[src/rtl/demosaic_pkg.sv]
// rtl/demosaic_pkg.sv - shared pixel width, controller state type and frame-size helper
package demosaic_pkg;

  localparam int PIX_W = 8;

  typedef enum logic [2:0] {
    IDLE,
    RST,
    FILL,
    FLUSH,
    DRAIN,
    DONE
  } ctrl_state_t;

  // Number of pixels streamed into the demosaic per frame (FILL length).
  function automatic logic [31:0] frame_cycles(input int unsigned width, input int unsigned height);
    return 32'(width * height);
  endfunction

endpackage

[src/rtl/demosaic_frame_ctrl_if.sv]
// rtl/demosaic_frame_ctrl_if.sv - upstream pixel handshake and demosaic-side signals
interface demosaic_frame_ctrl_if;
  import demosaic_pkg::*;

  logic [PIX_W-1:0] src_data;
  logic             src_valid;
  logic             src_ready;
  logic             dm_reset;
  logic [PIX_W-1:0] dm_data;
  logic             dm_valid;
  logic             dm_ovalid;
  logic             dm_done;

  // master: the frame controller; slave: source plus demosaic instance
  modport master (
    input  src_data, src_valid, dm_ovalid, dm_done,
    output src_ready, dm_reset, dm_data, dm_valid
  );

  modport slave (
    output src_data, src_valid, dm_ovalid, dm_done,
    input  src_ready, dm_reset, dm_data, dm_valid
  );

endinterface

[src/rtl/demosaic_ctrl_watchdog.sv]
// rtl/demosaic_ctrl_watchdog.sv - DRAIN-state cycle counter that flags when the limit is reached
module demosaic_ctrl_watchdog (
  input  logic        clk,
  input  logic        reset,
  input  logic        enable,
  input  logic        clear,
  input  logic [31:0] limit,
  output logic        expired
);

  logic [31:0] count;

  always_ff @(posedge clk) begin
    if (reset || clear) begin
      count <= '0;
    end else if (enable && !expired) begin
      count <= count + 32'd1;
    end
  end

  // Fires on the limit-th enabled cycle so the FSM leaves exactly limit cycles after entry.
  assign expired = enable && (count == limit - 32'd1);

endmodule

[src/rtl/demosaic_frame_ctrl.sv]
// rtl/demosaic_frame_ctrl.sv - frame sequencer for the demosaic; optional watchdog via DEMOSAIC_CTRL_TIMEOUT_EN
module demosaic_frame_ctrl
  import demosaic_pkg::*;
#(
  parameter int unsigned WIDTH  = 320,
  parameter int unsigned HEIGHT = 240
`ifdef DEMOSAIC_CTRL_TIMEOUT_EN
  ,
  parameter int unsigned TIMEOUT_CYCLES = 4096
`endif
) (
  input  logic                  clk,
  input  logic                  reset,
  input  logic                  start,
  demosaic_frame_ctrl_if.master bus,
  output logic                  busy,
  output logic                  frame_done,
  output logic                  underrun,
  output logic [31:0]           out_pix_cnt
`ifdef DEMOSAIC_CTRL_TIMEOUT_EN
  ,
  output logic                  timeout
`endif
);

  localparam logic [31:0] FILL_LAST  = frame_cycles(WIDTH, HEIGHT) - 32'd1;
  localparam logic [31:0] FLUSH_LAST = 32'(2 * WIDTH) - 32'd1;

  ctrl_state_t      state;
  ctrl_state_t      state_next;
  logic [31:0]      pix_cnt;
  logic [31:0]      pix_cnt_next;
  logic             dm_valid_q;
  logic [PIX_W-1:0] dm_data_q;
  logic             counting;
  logic             drain_active;
  logic             wd_expired;

  assign drain_active = (state == DRAIN);
  assign counting     = (state == FILL) || (state == FLUSH) || (state == DRAIN);

`ifdef DEMOSAIC_CTRL_TIMEOUT_EN
  demosaic_ctrl_watchdog u_watchdog (
    .clk     (clk),
    .reset   (reset),
    .enable  (drain_active),
    .clear   (!drain_active),
    .limit   (32'(TIMEOUT_CYCLES)),
    .expired (wd_expired)
  );

  always_ff @(posedge clk) begin
    if (reset || state == RST) begin
      timeout <= 1'b0;
    end else if (drain_active && !bus.dm_done && wd_expired) begin
      timeout <= 1'b1;
    end
  end
`else
  assign wd_expired = 1'b0;
`endif

  always_comb begin
    state_next   = state;
    pix_cnt_next = '0;
    case (state)
      IDLE: begin
        if (start) state_next = RST;
      end
      RST: begin
        state_next = FILL;
      end
      FILL: begin
        if (pix_cnt == FILL_LAST) begin
          state_next = FLUSH;
        end else begin
          pix_cnt_next = pix_cnt + 32'd1;
        end
      end
      FLUSH: begin
        if (pix_cnt == FLUSH_LAST) begin
          state_next = DRAIN;
        end else begin
          pix_cnt_next = pix_cnt + 32'd1;
        end
      end
      DRAIN: begin
        if (bus.dm_done || wd_expired) state_next = DONE;
      end
      DONE: begin
        state_next = IDLE;
      end
      default: begin
        state_next = IDLE;
      end
    endcase
  end

  always_ff @(posedge clk) begin
    if (reset) begin
      state       <= IDLE;
      pix_cnt     <= '0;
      dm_valid_q  <= 1'b0;
      dm_data_q   <= '0;
      underrun    <= 1'b0;
      out_pix_cnt <= '0;
    end else begin
      state   <= state_next;
      pix_cnt <= pix_cnt_next;

      // The demosaic cannot stall, so a missing source pixel becomes a zero slot.
      case (state)
        FILL: begin
          dm_valid_q <= 1'b1;
          dm_data_q  <= bus.src_valid ? bus.src_data : '0;
        end
        FLUSH: begin
          dm_valid_q <= 1'b1;
          dm_data_q  <= '0;
        end
        default: begin
          dm_valid_q <= 1'b0;
          dm_data_q  <= '0;
        end
      endcase

      if (state == RST) begin
        underrun    <= 1'b0;
        out_pix_cnt <= '0;
      end else begin
        if (state == FILL && !bus.src_valid) underrun <= 1'b1;
        if (counting && bus.dm_ovalid) out_pix_cnt <= out_pix_cnt + 32'd1;
      end
    end
  end

  assign bus.src_ready = !reset && (state == FILL);
  assign bus.dm_reset  = reset || (state == RST);
  assign bus.dm_valid  = dm_valid_q;
  assign bus.dm_data   = dm_data_q;
  assign busy          = !reset && (state != IDLE);
  assign frame_done    = !reset && (state == DONE);

endmodule

[src/flat_wrapper.sv]
// flat-port wrapper written by rule: the top's interface ports become plain ports
module demosaic_frame_ctrl_flat import demosaic_pkg::*;
#(
  parameter int unsigned WIDTH  = 320,
  parameter int unsigned HEIGHT = 240

)
  (clk, reset, start, busy, frame_done, underrun, out_pix_cnt, bus_src_data, bus_src_valid, bus_dm_ovalid, bus_dm_done, bus_src_ready, bus_dm_reset, bus_dm_data, bus_dm_valid);
  demosaic_frame_ctrl_if bus_i ();
  input  logic clk;
  input  logic reset;
  input  logic start;
  output logic busy;
  output logic frame_done;
  output logic underrun;
  output logic [31:0] out_pix_cnt;
  input wire logic [$bits(bus_i.src_data)-1:0] bus_src_data;
  input wire logic [$bits(bus_i.src_valid)-1:0] bus_src_valid;
  input wire logic [$bits(bus_i.dm_ovalid)-1:0] bus_dm_ovalid;
  input wire logic [$bits(bus_i.dm_done)-1:0] bus_dm_done;
  output wire logic [$bits(bus_i.src_ready)-1:0] bus_src_ready;
  output wire logic [$bits(bus_i.dm_reset)-1:0] bus_dm_reset;
  output wire logic [$bits(bus_i.dm_data)-1:0] bus_dm_data;
  output wire logic [$bits(bus_i.dm_valid)-1:0] bus_dm_valid;
  assign bus_i.src_data = bus_src_data;
  assign bus_i.src_valid = bus_src_valid;
  assign bus_i.dm_ovalid = bus_dm_ovalid;
  assign bus_i.dm_done = bus_dm_done;
  assign bus_src_ready = bus_i.src_ready;
  assign bus_dm_reset = bus_i.dm_reset;
  assign bus_dm_data = bus_i.dm_data;
  assign bus_dm_valid = bus_i.dm_valid;
  demosaic_frame_ctrl #(.WIDTH(WIDTH), .HEIGHT(HEIGHT)) u_core (.clk(clk), .reset(reset), .start(start), .bus(bus_i), .busy(busy), .frame_done(frame_done), .underrun(underrun), .out_pix_cnt(out_pix_cnt));
endmodule
[config.mk]
export PLATFORM = sky130hd
export DESIGN_NAME = demosaic_frame_ctrl_flat
export DESIGN_NICKNAME = d
export VERILOG_FILES = /design/src/rtl/demosaic_pkg.sv /design/src/rtl/demosaic_frame_ctrl_if.sv /design/src/rtl/demosaic_ctrl_watchdog.sv /design/src/rtl/demosaic_frame_ctrl.sv /design/src/flat_wrapper.sv
export SDC_FILE = /design/constraint.sdc
export NUM_CORES = 1
export LEC_CHECK = 0
export ABC_CLOCK_PERIOD_IN_PS = 2600
export BUFFER_PORTS_ARGS = -buffer_cell sky130_fd_sc_hd__buf_2
export CAP_MARGIN = 20
export CORE_UTILIZATION = 44
export DETAILED_ROUTE_END_ITERATION = 10
export PLACE_DENSITY = 0.65
export SLEW_MARGIN = 40
export SYNTH_ARGS = -nofsm -noshare
export SYNTH_HDL_FRONTEND = slang
export SYNTH_SLANG_ARGS = --single-unit
[constraint.sdc]
create_clock -name clk -period 2.6 [get_ports clk]
set_input_delay 0 -clock clk [delete_from_list [all_inputs] [get_ports clk]]
set_output_delay 0 -clock clk [all_outputs]
set_load 0.02 [all_outputs]
==> impl_metrics.env <==
export IMPL_outcome="complete, but fails checks"
export IMPL_violations="DRC"
export IMPL_timing_final_max_slew_violations=0
export IMPL_path_class="flip-flop to flip-flop"
export IMPL_clock_sinks=77
export IMPL_crit_slowest_cell="or4_1"
export IMPL_drc=1
export IMPL_hold_viol=0
export IMPL_fin_ws_ns=0.247
export IMPL_cts_max_level=3
export IMPL_detail_route_antenna_nets=0
export IMPL_synth_seq_cells=77
export IMPL_via_per_inst=5.23
export IMPL_cts_made_buffers=9
export IMPL_vias=3078
export IMPL_slowest_delay_ns=0.60
export IMPL_floorplan_initialDensity=0.453
export IMPL_diodes=0
export IMPL_finalSetupViolCount=0
export IMPL_dieHeight_um=91.0
export IMPL_area_delta_synth_final_pct=21.1
export IMPL_grtUsageTotal=0.199
export IMPL_async_flop_share=0
export IMPL_synth_top_cell_area_share=0.442
export IMPL_peakVddDrop_mv=0.391
export IMPL_maxCapViolations=0
export IMPL_yosys_top_cells_count="dfxtp_1 (77), nor2_1 (71), xor2_1 (29)"
export IMPL_dieArea_sq_mm=0.00828
export IMPL_rsz0062_at_grt="no"
export IMPL_tightest_slew_ns=0.695
export IMPL_ys_warn_count=0
export IMPL_post_cts_repair_setup_buffers=0
export IMPL_dpl_worst_slack_ns=0.298
export IMPL_fin_nets=498
export IMPL_critPathMaxFanout=9
export IMPL_yosysSeqAreaShare=0.442
export IMPL_hp_start="bus_src_valid"
export IMPL_path_common_cell="or4_1"
export IMPL_clock_root_buffer="clkbuf_8"
export IMPL_wirelength_um=7750
export IMPL_min_path_type="primary input to flip-flop"
export IMPL_critical_path_required_ns=2.89
export IMPL_start_kind="flip-flop"
export IMPL_arrival_ns=2.64
export IMPL_io_pins=60
export IMPL_crit_chain="and4_1 -> nand4_4 -> or4_1 -> or4_1 -> a21oi_1"
export IMPL_path_clk_slew_ns=0.09
export IMPL_synthTopCellsByArea="dfxtp_1 (44%), nor2_1 (7.6%), xor2_1 (7.3%)"
export IMPL_antenna_found_initial=0
export IMPL_crit_start="u_core.out_pix_cnt[4]$_SDFFE_PP0P_"
export IMPL_avgSynthCellArea_sq_um=8.54
export IMPL_dpl_hpwl_um=5400
export IMPL_routedWlPerCell_um=13.2
export IMPL_fin_hold_ws_ns=0.0228
export IMPL_netlist_area_sq_mm=0.00349
export IMPL_synth_top_area_cell="dfxtp_1"
export IMPL_rows=32
export IMPL_fmax_ghz=0.425
export IMPL_post_cts_resize_count=0
export IMPL_fin_crit_sh=0.905
export IMPL_cts_tree="done"
export IMPL_globalRoute_totalOverflow=0
export IMPL_synth_nets=424
export IMPL_finClkSkew_ns=0.0107
export IMPL_grt_pass1_vias=2876
export IMPL_ys_types=45
export IMPL_place_port_buffers=59
export IMPL_layout_drive_gt1_share=0.191
export IMPL_fin_setup_tns_ns=0
export IMPL_r2r_start="u_core.out_pix_cnt[4]$_SDFFE_PP0P_"
export IMPL_final_core_util=0.549
export IMPL_yosysMostFrequentCell="dfxtp_1"
export IMPL_synth_edf_count=0
export IMPL_p_leak_nw=1.59
export IMPL_clockBufferDepth=2
export IMPL_gp_congestion=0.844
export IMPL_slew_headroom=0.532
export IMPL_layout_min_cycle_time_ns=2.35
export IMPL_synthCells=408
export IMPL_grt_max_degree=32
export IMPL_die_w_um=91.0
export IMPL_clk_insertion_delay_late_ns=0.35
export IMPL_core_area_sq_mm=0.00769
export IMPL_initialDrtViolationCount=95
export IMPL_cp_end_kind="flip-flop"
export IMPL_ys_flop_type="dfxtp_1"
export IMPL_drt_pass1_iter_count=7
export IMPL_power_density_mw_per_mm2=530
export IMPL_grt_first_pass_wirelength_um=13300
[critical path, delay by kind of cell (launching register included)]
kind	cells	cell delay (ns)
AOI/OAI and AO/OA	1	0.14
DFF	1	0.45
and+or+nand+nor	4	1.70
[area by class of cell]
class / count / area [sq um]
Clock inverter: 7 / 76.3
Sequential cell: 77 / 1540
Multi-Input combinational cell: 302 / 1840
Fill cell: 730 / 3470
Clock buffer: 9 / 124
Timing Repair Buffer: 78 / 460
Tap cell: 102 / 128
Inverter: 14 / 52.6
[final timing paths]
path | endpoint | slack [ns] | cells past startpoint
worst max-delay path | u_core.out_pix_cnt[30]$_SDFFE_PP0P_ | 0.25 | 5
worst min-delay path | u_core.underrun$_SDFFE_PP0P_ | 0.02 | 4
worst max register to register | u_core.out_pix_cnt[30]$_SDFFE_PP0P_ | 0.25 | 5
worst min register to register | u_core.pix_cnt[0]$_SDFF_PP0_ | 0.47 | 1
[layer usage]
metal,wire length (um),GRT usage,part of all wire
met3,425,0.0570,0.055
met5,0,0,0
met2,3410,0.310,0.44
met1,3870,0.262,0.50
met4,49,0.0728,0.0063
[what timing repair did]
action / 4_1_cts / 5_1_grt
endpoints found under the setup margin: 0 / 0
hold buffers: 9 / 0
hold endpoints to repair: 10 / 0
[metrics by stage]
step / total power [mW] / instance area (sq um) / cells
after detailed placement: 1.34 / 3930 / 564
after global routing: 2.33 / 4220 / 589
after CTS: 2.26 / 4220 / 589
final: 2.24 / 4220 / 589
after global placement: 1.34 / 3930 / 564
after floorplan: 1.30 / 3490 / 408
[sequential cells by signal, indices dropped and copies added, names as in the netlist]
name                 cells
u_core.state             3
u_core.bus.dm_valid      1
u_core.bus.dm_data       8
u_core.pix_cnt          32
u_core.underrun          1
u_core.out_pix_cnt      32
[logic make-up after synthesis]
family / synth area share
compound gates: 0.0671
xor+xnor: 0.128
fa+ha+maj: 0.00718
buf+inv: 0.0341
flops: 0.442
mux: 0.00287
simple gates: 0.318
[cell usage in the layout (no fill, tap or decap), types with 8 or more instances in the layout]
cell type      count
and3_1            10
dfxtp_1           77
nor2_1            71
nor4_1            15
xor2_1            29
buf_2             59
nand4_1           23
o21ai_0            8
inv_1             13
clkbuf_8           9
xnor2_1           22
nor3_1            12
dlygate4sd3_1      9
nand3_1           22
and2_1             9
buf_4             10
nand2_1           21
a21oi_1           10
[power breakdown]
group,internal (mW),total (mW),switching [mW]
combinational,0.0469,0.125,0.0778
sequential,1.19,1.20,0.0119
clock,0.446,0.913,0.467
Power figures use the tool's default switching activity.
